<file path="src/rtl/ls_mem_stage.sv">
// Load/store stage: runs one data-memory transaction per instruction, aligns load data,
// and hands the result to LS/WB over a valid/ready handshake.
module ls_mem_stage #(
    parameter int XLEN = 32
) (
    input  logic            clk,
    input  logic            rst,
    input  logic            in_valid,
    output logic            in_ready,
    input  logic [31:0]     in_inst,
    input  logic [XLEN-1:0] in_pc,
    input  logic            in_mem_rd,
    input  logic            in_mem_wr,
    input  logic [2:0]      in_funct3,
    input  logic [XLEN-1:0] in_exu_res,
    input  logic [XLEN-1:0] in_wdata,
    input  logic [1:0]      in_wbctl,
    input  logic            in_rd_ena,
    input  logic [4:0]      in_rd_addr,
    input  logic            ie_flush,
    output logic            out_valid,
    input  logic            out_ready,
    output logic [31:0]     out_inst,
    output logic [XLEN-1:0] out_pc,
    output logic [XLEN-1:0] out_exu_res,
    output logic [1:0]      out_wbctl,
    output logic [XLEN-1:0] out_wbdata,
    output logic            out_rd_ena,
    output logic [4:0]      out_rd_addr,
    output logic            dmem_req_valid,
    input  logic            dmem_req_ready,
    output logic            dmem_req_we,
    output logic [XLEN-1:0] dmem_req_addr,
    output logic [XLEN-1:0] dmem_req_wdata,
    output logic [3:0]      dmem_req_wstrb,
    input  logic            dmem_resp_valid,
    input  logic [XLEN-1:0] dmem_resp_rdata,
    output logic [4:0]      fwd_rd_addr,
    output logic [XLEN-1:0] fwd_rd_data,
    output logic            fwd_busy,
    output logic            misalign
);

    typedef enum logic [1:0] {IDLE, REQ, WAIT, DONE} state_t;

    state_t          state, state_next;
    logic            drop, drop_next;
    logic            is_load;
    logic [2:0]      funct3;
    logic            capture, mem_op, mis;
    logic [XLEN-1:0] lane_wdata, shifted, load_data;
    logic [3:0]      lane_wstrb;

    assign in_ready  = (state == IDLE) || (state == DONE && out_ready);
    assign capture   = in_valid && in_ready && !ie_flush;
    assign mem_op    = in_mem_rd || in_mem_wr;
    assign mis       = mem_op && ((in_funct3[1:0] == 2'b01 && in_exu_res[0]) ||
                                  (in_funct3[1:0] == 2'b10 && in_exu_res[1:0] != 2'b00));
    assign out_valid = (state == DONE);
    assign dmem_req_valid = (state == REQ);

    assign fwd_rd_addr = (state != IDLE && out_rd_ena) ? out_rd_addr : 5'd0;
    assign fwd_rd_data = (is_load && state == DONE) ? out_wbdata : out_exu_res;
    assign fwd_busy    = is_load && (state == REQ || state == WAIT);

    always_comb begin
        lane_wdata = in_wdata;
        lane_wstrb = 4'b1111;
        case (in_funct3[1:0])
            2'b00: begin
                lane_wdata = {4{in_wdata[7:0]}};
                lane_wstrb = 4'b0001 << in_exu_res[1:0];
            end
            2'b01: begin
                lane_wdata = {2{in_wdata[15:0]}};
                lane_wstrb = 4'b0011 << in_exu_res[1:0];
            end
            default: ;
        endcase
    end

    always_comb begin
        shifted   = dmem_resp_rdata >> {out_exu_res[1:0], 3'b000};
        load_data = shifted;
        case (funct3)
            3'b000:  load_data = {{24{shifted[7]}}, shifted[7:0]};
            3'b001:  load_data = {{16{shifted[15]}}, shifted[15:0]};
            3'b100:  load_data = {24'd0, shifted[7:0]};
            3'b101:  load_data = {16'd0, shifted[15:0]};
            default: ;
        endcase
    end

    // drop marks a transaction the memory already accepted but whose response must be swallowed
    always_comb begin
        state_next = state;
        drop_next  = 1'b0;
        case (state)
            IDLE, DONE: begin
                if (capture)
                    state_next = (mem_op && !mis) ? REQ : DONE;
                else if (state == DONE && (ie_flush || out_ready))
                    state_next = IDLE;
            end
            REQ: begin
                if (dmem_req_ready) begin
                    state_next = WAIT;
                    drop_next  = ie_flush;
                end else if (ie_flush) begin
                    state_next = IDLE;
                end
            end
            WAIT: begin
                if (dmem_resp_valid)
                    state_next = (drop || ie_flush) ? IDLE : DONE;
                else
                    drop_next = drop || ie_flush;
            end
            default: state_next = IDLE;
        endcase
    end

    always_ff @(posedge clk) begin
        if (rst) begin
            state <= IDLE;
            drop  <= 1'b0;
        end else begin
            state <= state_next;
            drop  <= drop_next;
        end
    end

    always_ff @(posedge clk) begin
        if (rst) begin
            out_inst       <= '0;
            out_pc         <= '0;
            out_exu_res    <= '0;
            out_wbctl      <= '0;
            out_wbdata     <= '0;
            out_rd_ena     <= 1'b0;
            out_rd_addr    <= '0;
            is_load        <= 1'b0;
            funct3         <= '0;
            dmem_req_we    <= 1'b0;
            dmem_req_addr  <= '0;
            dmem_req_wdata <= '0;
            dmem_req_wstrb <= '0;
            misalign       <= 1'b0;
        end else begin
            misalign <= capture && mis;
            if (capture) begin
                out_inst       <= in_inst;
                out_pc         <= in_pc;
                out_exu_res    <= in_exu_res;
                out_wbctl      <= in_wbctl;
                out_wbdata     <= '0;
                out_rd_ena     <= in_rd_ena && !mis;
                out_rd_addr    <= in_rd_addr;
                is_load        <= in_mem_rd;
                funct3         <= in_funct3;
                dmem_req_we    <= in_mem_wr;
                dmem_req_addr  <= {in_exu_res[XLEN-1:2], 2'b00};
                dmem_req_wdata <= lane_wdata;
                dmem_req_wstrb <= in_mem_wr ? lane_wstrb : 4'b0000;
            end else if (ie_flush) begin
                out_rd_ena <= 1'b0;
                out_inst   <= '0;
            end else if (state == WAIT && dmem_resp_valid && is_load && !drop) begin
                out_wbdata <= load_data;
            end
        end
    end

endmodule

</file>
<file path="config.mk">
export PLATFORM = sky130hd
export DESIGN_NAME = ls_mem_stage
export DESIGN_NICKNAME = d
export VERILOG_FILES = /design/src/rtl/ls_mem_stage.sv
export SDC_FILE = /design/constraint.sdc
export NUM_CORES = 1
export LEC_CHECK = 0
export ABC_AREA = 1
export BUFFER_PORTS_ARGS = -buffer_cell sky130_fd_sc_hd__buf_2
export CAP_MARGIN = 20
export CORE_AREA = 4 4 166 168
export DETAILED_ROUTE_END_ITERATION = 10
export DIE_AREA = 0 0 170 172
export PLACE_DENSITY_LB_ADDON = 0.2
export SYNTH_ARGS = -nofsm -noshare
export SYNTH_HDL_FRONTEND = slang
export SYNTH_SLANG_ARGS = --single-unit
</file>
<file path="constraint.sdc">
create_clock -name clk -period 2 [get_ports clk]
set_input_delay 0.1 -clock clk [delete_from_list [all_inputs] [get_ports clk]]
set_output_delay 0.1 -clock clk [all_outputs]
set_load 0.1 [all_outputs]
</file>
---- Yosys cells after proc, flatten, opt, wreduce, memory -nomap -nowiden ----
Index checks and enable logic that the tools add are counted.
operators by class
  reduce and logical (&&, ||, !) cells .... 35
  muxes and demuxes ....................... 21
  equal/unequal tests ..................... 11
  shift operators ......................... 3
  bitwise gates (word level) .............. 1
operators by type and width
  kind                                                                     number
  32-bit case mux with 4 select lines                                      1
  32-bit 2-to-1 mux                                                        3
  32-bit case mux with 2 select lines                                      1
  32-bit by 5-bit right shift with 32-bit output                           1
  1-bit logical AND                                                        16
  2-bit 2-to-1 mux                                                         7
  4-bit case mux with 2 select lines                                       1
  2-bit == test, second input constant                                     3
  3-bit == test, second input constant                                     2
  1-bit logical OR                                                         6
  2-bit case mux with 3 select lines                                       1
  2-bit nonzero test                                                       3
  5-bit 2-to-1 mux                                                         1
  2-bit by 1-bit == test with 1-bit output, second input constant          2
  2-bit zero test                                                          2
  1-bit 2-to-1 mux                                                         4
  4-bit 2-to-1 mux                                                         1
  2-bit OR reduction                                                       2
  1-bit by 2-bit left shift with 4-bit output, first input constant        1
  2-bit by 2-bit left shift with 4-bit output, first input constant        1
  3-bit by 1-bit == test with 1-bit output, second input constant          1
  1-bit zero test                                                          3
  3-bit zero test                                                          1
  3-bit by 2-bit inequality test with 1-bit output, second input constant  1
  other kinds (6)                                                          6
word-level totals
  bits in registers ....................... 211
  output and inout port bits .............. 247
  bits of input ports ..................... 180
  logic and storage cells ................. 87

---- Logic depth before layout (Yosys ltp) ----
  word-level depth ........................ 9
  depth in mapped cells ................... 11
  depth with buffers taken out ............ 10

---- Least setup slack after synthesis ----
No wires, ideal clock.
  path kind ............................... reg-to-output
  from .................................... register state[0]
  to ...................................... output fwd_rd_data[30]
  slack ................................... -2.026 ns
  stages on the path, launching flop included .. 5
  buffers on the path ..................... 1
  arrival time ............................ 3.926 ns
  cells stage by stage .................... dfxtp_1 > ha_1 > nand2_1 > clkbuf_1 > o21ai_0
between the ends
  cells in the longest elaborated chain, start to end .. 3
RTL lines
  element                   line  source
  start: declaration        46    state_t state, state_next;
  start signal: assignment  128   state <= state_next;
  2-bit == test             --
  via out_valid             21    output logic out_valid,
  1-bit logical AND         63    assign fwd_rd_data = (is_load && state == DONE) ? out_wbdata : out_exu_res;
  32-bit 2-to-1 mux         63
  end: declaration          39    output logic [XLEN-1:0] fwd_rd_data,
The timed path passes the listed nets, and every way through them passes these cells.

---- Worst setup path after layout ----
  from .................................... register state[1]
  to ...................................... output fwd_rd_data[18]
between the ends
  cells in the longest elaborated chain, start to end .. 3
RTL lines
  element            line
  2-bit == test      63
  1-bit logical AND  63
  32-bit 2-to-1 mux  63
Every way passes these cells.

==> flow_results.org <==
** STA
- Final Hold Violating Endpoints :: 0
- Slack of the critical path :: 0.1247 ns
- Setup repair after global routing missed its margin :: true
- The tightest hold path in the finished design has a slack of 0.02609 ns.
- Count of final setup violators :: 0
- Slew Viols, Final :: 0
- Fmax :: 533.3 MHz
- Final period demand of the worst path :: 1.875 ns
- Worst Max-Slew Pin Slew :: 0.5394 ns
- Worst setup skew after layout :: 0.01272 ns
- The worst pin sits at a relative slew slack of 0.6429.
- Final period util :: 0.9376

** CTS
- The H-tree was split into 4 levels.
- Number of clock sinks :: 181
- The clock passes through at most 2 buffers.
- Clock transition at the registers of the reported paths :: 0.08 ns
- Number of buffers created by CTS :: 17
- TritonCTS built the clock tree.
- At the later pin of the worst-skew pair, clock insertion delay measures 0.43 ns.
- CTS root buf :: sky130_fd_sc_hd__clkbuf_16

** Critical path
- Data arrival time of the critical path :: 1.78 ns
- Number of buffer and inverter instances along the worst setup path :: 2
- In this design, the largest share of critical-path delay is due to buffers and inverters.
- On the worst path, the slowest cell contributes a delay of 0.35 ns.
- Counting cells, the worst reg-to-reg path comes to 8.
- The worst setup path is captured at an output pin.
- The critical path is of the flip-flop to output pin type.
- Largest fanout of any net on the critical path :: 27
- The startpoint identified for the worst register-to-register timing path is state[1].
- STA classifies the critical path startpoint as a flip-flop.
- Ordered cell list for the critical path :: ha_4 > nand2_8 > buf_12 > nand2_1 > o21ai_4 > buf_12
- Highest-delay cell along the critical path :: sky130_fd_sc_hd__dfxtp_1
- For the worst setup path, the data required time is 1.90 ns.
- Reg2reg end :: out_pc[14]
- Slack of the worst reg-to-reg path :: 0.13 ns
- Most common cell on crit path :: sky130_fd_sc_hd__buf_12

** Die
- Total Die Area :: 0.02924 mm^2
- Count of pins on the block boundary :: 427
- Row generation in the floorplan step produced 59 rows.
- Measured along the x axis, the die boundary spans 170 um.
- Effective utilization at floorplan :: 0.3100
- Measured along the y axis, the die boundary spans 172 um.
- Area of the core :: 0.02591 mm^2

** Finish
- At the end of the flow, the number of nets in the layout was 1871.
- In the final layout, the share of cells above drive strength 1 is 0.3194.
- Compared with the post-synthesis result, the final layout area differs by 63.78%.

** Hold path
- Endpoint with the worst hold slack :: misalign
- Number of instances on the worst hold path :: 3
- Hold Crit Start :: in_mem_wr
- Tightest Hold Check Type :: input pin to flip-flop

** Place
- Setup Slack @ Placement :: 0.0004317 ns
- Detailed placement finished with a half-perimeter wire length of 23.15 mm.
- Routability congestion estimate :: 0.8433
- Buffers placed on the I/O ports in this run total 424.

** Power
- In this run the power spent charging and discharging nets is 0.006632 W.
- Sequential power share :: 0.307
- Reported leakage power :: 6.839 nW
- Switching part of the total :: 0.4902
- Relative contribution of combinational cells to total power :: 0.442
- Maximum vdd drop :: 0.6502 mV
- Dividing total power by cell area gives a power density of 1029 mW/mm^2.
- Proportion of power drawn by the clock network :: 0.250
- The internal power of the cells totals 0.006897 W.

** Routing
- In the routed layout, each cell is associated on average with a via count of 4.552.
- In the routed design, unresolved DRC markers number 0.
- Post-detailed-route count of antenna-violating nets :: 0
- For this block, the initial DRC count from the detailed router was 517.
- After detailed routing, the average wire length per cell comes to 15.48 um.
- Final Routed Wirelength :: 31.56 mm
- Before antenna repair, the detailed router went through 5 iterations.
- DR vias :: 9282

** Logic synthesis
- Counting flops with a built-in enable in the synthesized netlist gives 0.
- The cell count after synthesis came out at 1187.
- Number of distinct library cell variants in the gate-level netlist after synthesis :: 27
- The share of the Yosys chip area taken by registers is 0.4512.
- After synthesis, the share of cell area in mux cells is 0.
- Post-synthesis compound-gate area fraction :: 0.09519
- Of the total synthesized cell area, the portion taken by AND, OR, NAND and NOR gates is 0.3332.
- Arithmetic-cell share of the synthesized area counting full adders, half adders and majority gates :: 0.006232
- Combinational family with the most area after synthesis :: simple AND/OR/NAND/NOR gates
- Total of flip-flops plus latches after synthesis :: 181
- In the synthesized netlist the async set-or-reset flop fraction comes to 0.
- Synthesized area divided by synthesized cell count :: 6.766 um^2
- Of the total synthesized cell area, the portion taken by XOR and XNOR cells is 0.
- The mapped netlist covers 0.008031 mm^2.
- In the synthesized netlist the dominant register cell turns out to be sky130_fd_sc_hd__dfxtp_1.
- Yosys printed 0 warnings.

** Job
- The tool flagged a number of max-cap violations equal to 0.

** Global route
- Remaining Overflow, GRT :: 0
- Via count of the first global-routing pass :: 9198
- The initial antenna violation count was 4.
- The first global-routing pass estimated 48.70 mm of wire.
- Combined global-route utilization of all metal layers :: 0.2080
- Pin count of the biggest net entering global routing :: 89

** Status
- The run finished with clean final reports.
cell usage after synthesis, types with 3 or more instances:
| library cell | number | share of area |
|---|---|---|
| sky130_fd_sc_hd__a21boi_0 | 7 | 0.0065 |
| sky130_fd_sc_hd__a21oi_1 | 61 | 0.038 |
| sky130_fd_sc_hd__buf_2 | 23 | 0.014 |
| sky130_fd_sc_hd__buf_4 | 44 | 0.041 |
| sky130_fd_sc_hd__buf_6 | 3 | 0.0042 |
| sky130_fd_sc_hd__clkbuf_1 | 22 | 0.010 |
| sky130_fd_sc_hd__dfxtp_1 | 181 | 0.45 |
| sky130_fd_sc_hd__ha_1 | 4 | 0.0062 |
| sky130_fd_sc_hd__inv_1 | 86 | 0.040 |
| sky130_fd_sc_hd__inv_2 | 5 | 0.0023 |
| sky130_fd_sc_hd__nand2_1 | 492 | 0.23 |
| sky130_fd_sc_hd__nand3_1 | 82 | 0.051 |
| sky130_fd_sc_hd__nand3_2 | 3 | 0.0037 |
| sky130_fd_sc_hd__nor2_1 | 73 | 0.034 |
| sky130_fd_sc_hd__nor2_2 | 4 | 0.0031 |
| sky130_fd_sc_hd__nor3_1 | 3 | 0.0019 |
| sky130_fd_sc_hd__o21ai_0 | 64 | 0.040 |
| sky130_fd_sc_hd__o21ai_1 | 10 | 0.0062 |
| sky130_fd_sc_hd__o22ai_1 | 3 | 0.0023 |
| sky130_fd_sc_hd__or2_2 | 8 | 0.0062 |
worst max path at each step:
stage	startpoint	end	slack, ns	cells after the start
2_1_floorplan	out_rd_ena	fwd_rd_addr[0]	-0.25	2
3_3_place_gp	state[0]	out_wbdata[14]	0.04	7
3_5_place_dp	state[0]	out_wbdata[14]	0.0004	7
4_1_cts	state[0]	fwd_rd_addr[3]	0.007	6
5_1_grt	state[1]	dmem_req_wstrb[3]	-0.04	8
6_report	state[1]	fwd_rd_data[18]	0.12	6
worst min-delay path: stages:
cell                      delay, ns
sky130_fd_sc_hd__buf_2         0.11
sky130_fd_sc_hd__o21ai_0       0.11
sky130_fd_sc_hd__nor2_1        0.10
kinds of logic after synthesis:
logic type | after synthesis
simple gates | 669
buf+inv | 185
flops | 181
compound gates | 147
fa+ha+maj | 4
other cells | 1
per-layer routing:
| metal | vias up | global-route usage | share of wire |
|---|---|---|---|
| li1 | 4667 | - | - |
| met1 | 4219 | 0.2410 | 0.40 |
| met2 | 362 | 0.3736 | 0.50 |
| met3 | 34 | 0.05807 | 0.076 |
| met4 | 0 | 0.06493 | 0.021 |
| met5 | - | 0 | 0 |
registers in the layout (all words and copies together) (netlist names), 2 cells and up:
signal	flops
out_rd_addr	5
dmem_req_wstrb	4
out_exu_res	32
out_wbctl	2
out_wbdata	32
out_pc	32
out_inst	32
state	2
funct3	3
dmem_req_wdata	32
power by group through the flow:
stage          Clock, W  Combinational [W]  Sequential (W)
2_1_floorplan         0            0.00239         0.00641
3_3_place_gp          0            0.00577         0.00423
3_5_place_dp          0            0.00577         0.00424
4_1_cts         0.00350            0.00598         0.00416
5_1_grt         0.00365            0.00625         0.00420
6_report        0.00339            0.00599         0.00416
cell type report:
class,count,area [um^2]
Inverter,92,352.8
Sequential cell,181,3626
Antenna cell,4,10.01
Tap cell,335,419.2
Fill cell,2529,12760
Clock inverter,14,161.4
Multi-Input combinational cell,822,3926
Clock buffer,18,429.2
Timing Repair Buffer,573,4229
cells in the final DEF, fill, tap and decap left out, drive strengths merged:
cell	Yosys	final
a21boi	7	7
a21oi	62	62
buf	71	443
clkbuf	22	19
clkinv	0	9
clkinvlp	0	1
conb	1	2
dfxtp	181	181
diode	0	4
dlygate4sd3	0	129
ha	4	4
inv	92	96
nand2	494	494
nand3	85	85
nand4	2	2
nor2	77	77
nor3	3	3
o2111ai	1	1
o21ai	74	74
o22ai	3	3
or2	8	8
stage by stage:
step / area [um^2] / instances / TNS (ns) / total power (W) / utilization
after floorplan: 8448 / 1188 / -1.255 / 0.008801 / -
after global placement: 11220 / 1872 / 0 / 0.009993 / 0.4329
after detailed placement: 11220 / 1872 / 0 / 0.01001 / 0.4329
after CTS: 13110 / 2033 / 0 / 0.01364 / 0.5058
after global routing: 13150 / 2039 / -0.2262 / 0.01411 / 0.5077
final: 13150 / 2039 / 0 / 0.01353 / 0.5077
timing repair:
| item | in CTS | in global routing |
|---|---|---|
| endpoints found under the hold margin | 132 | 0 |
| hold buffers | 129 | 0 |
| setup endpoints to repair | 6 | 121 |
| gates resized for setup | 2 | 5 |
| buffers inserted | 0 | 2 |
| pin swaps | 0 | 1 |
Note: power is estimated with default switching activity, not from simulation.
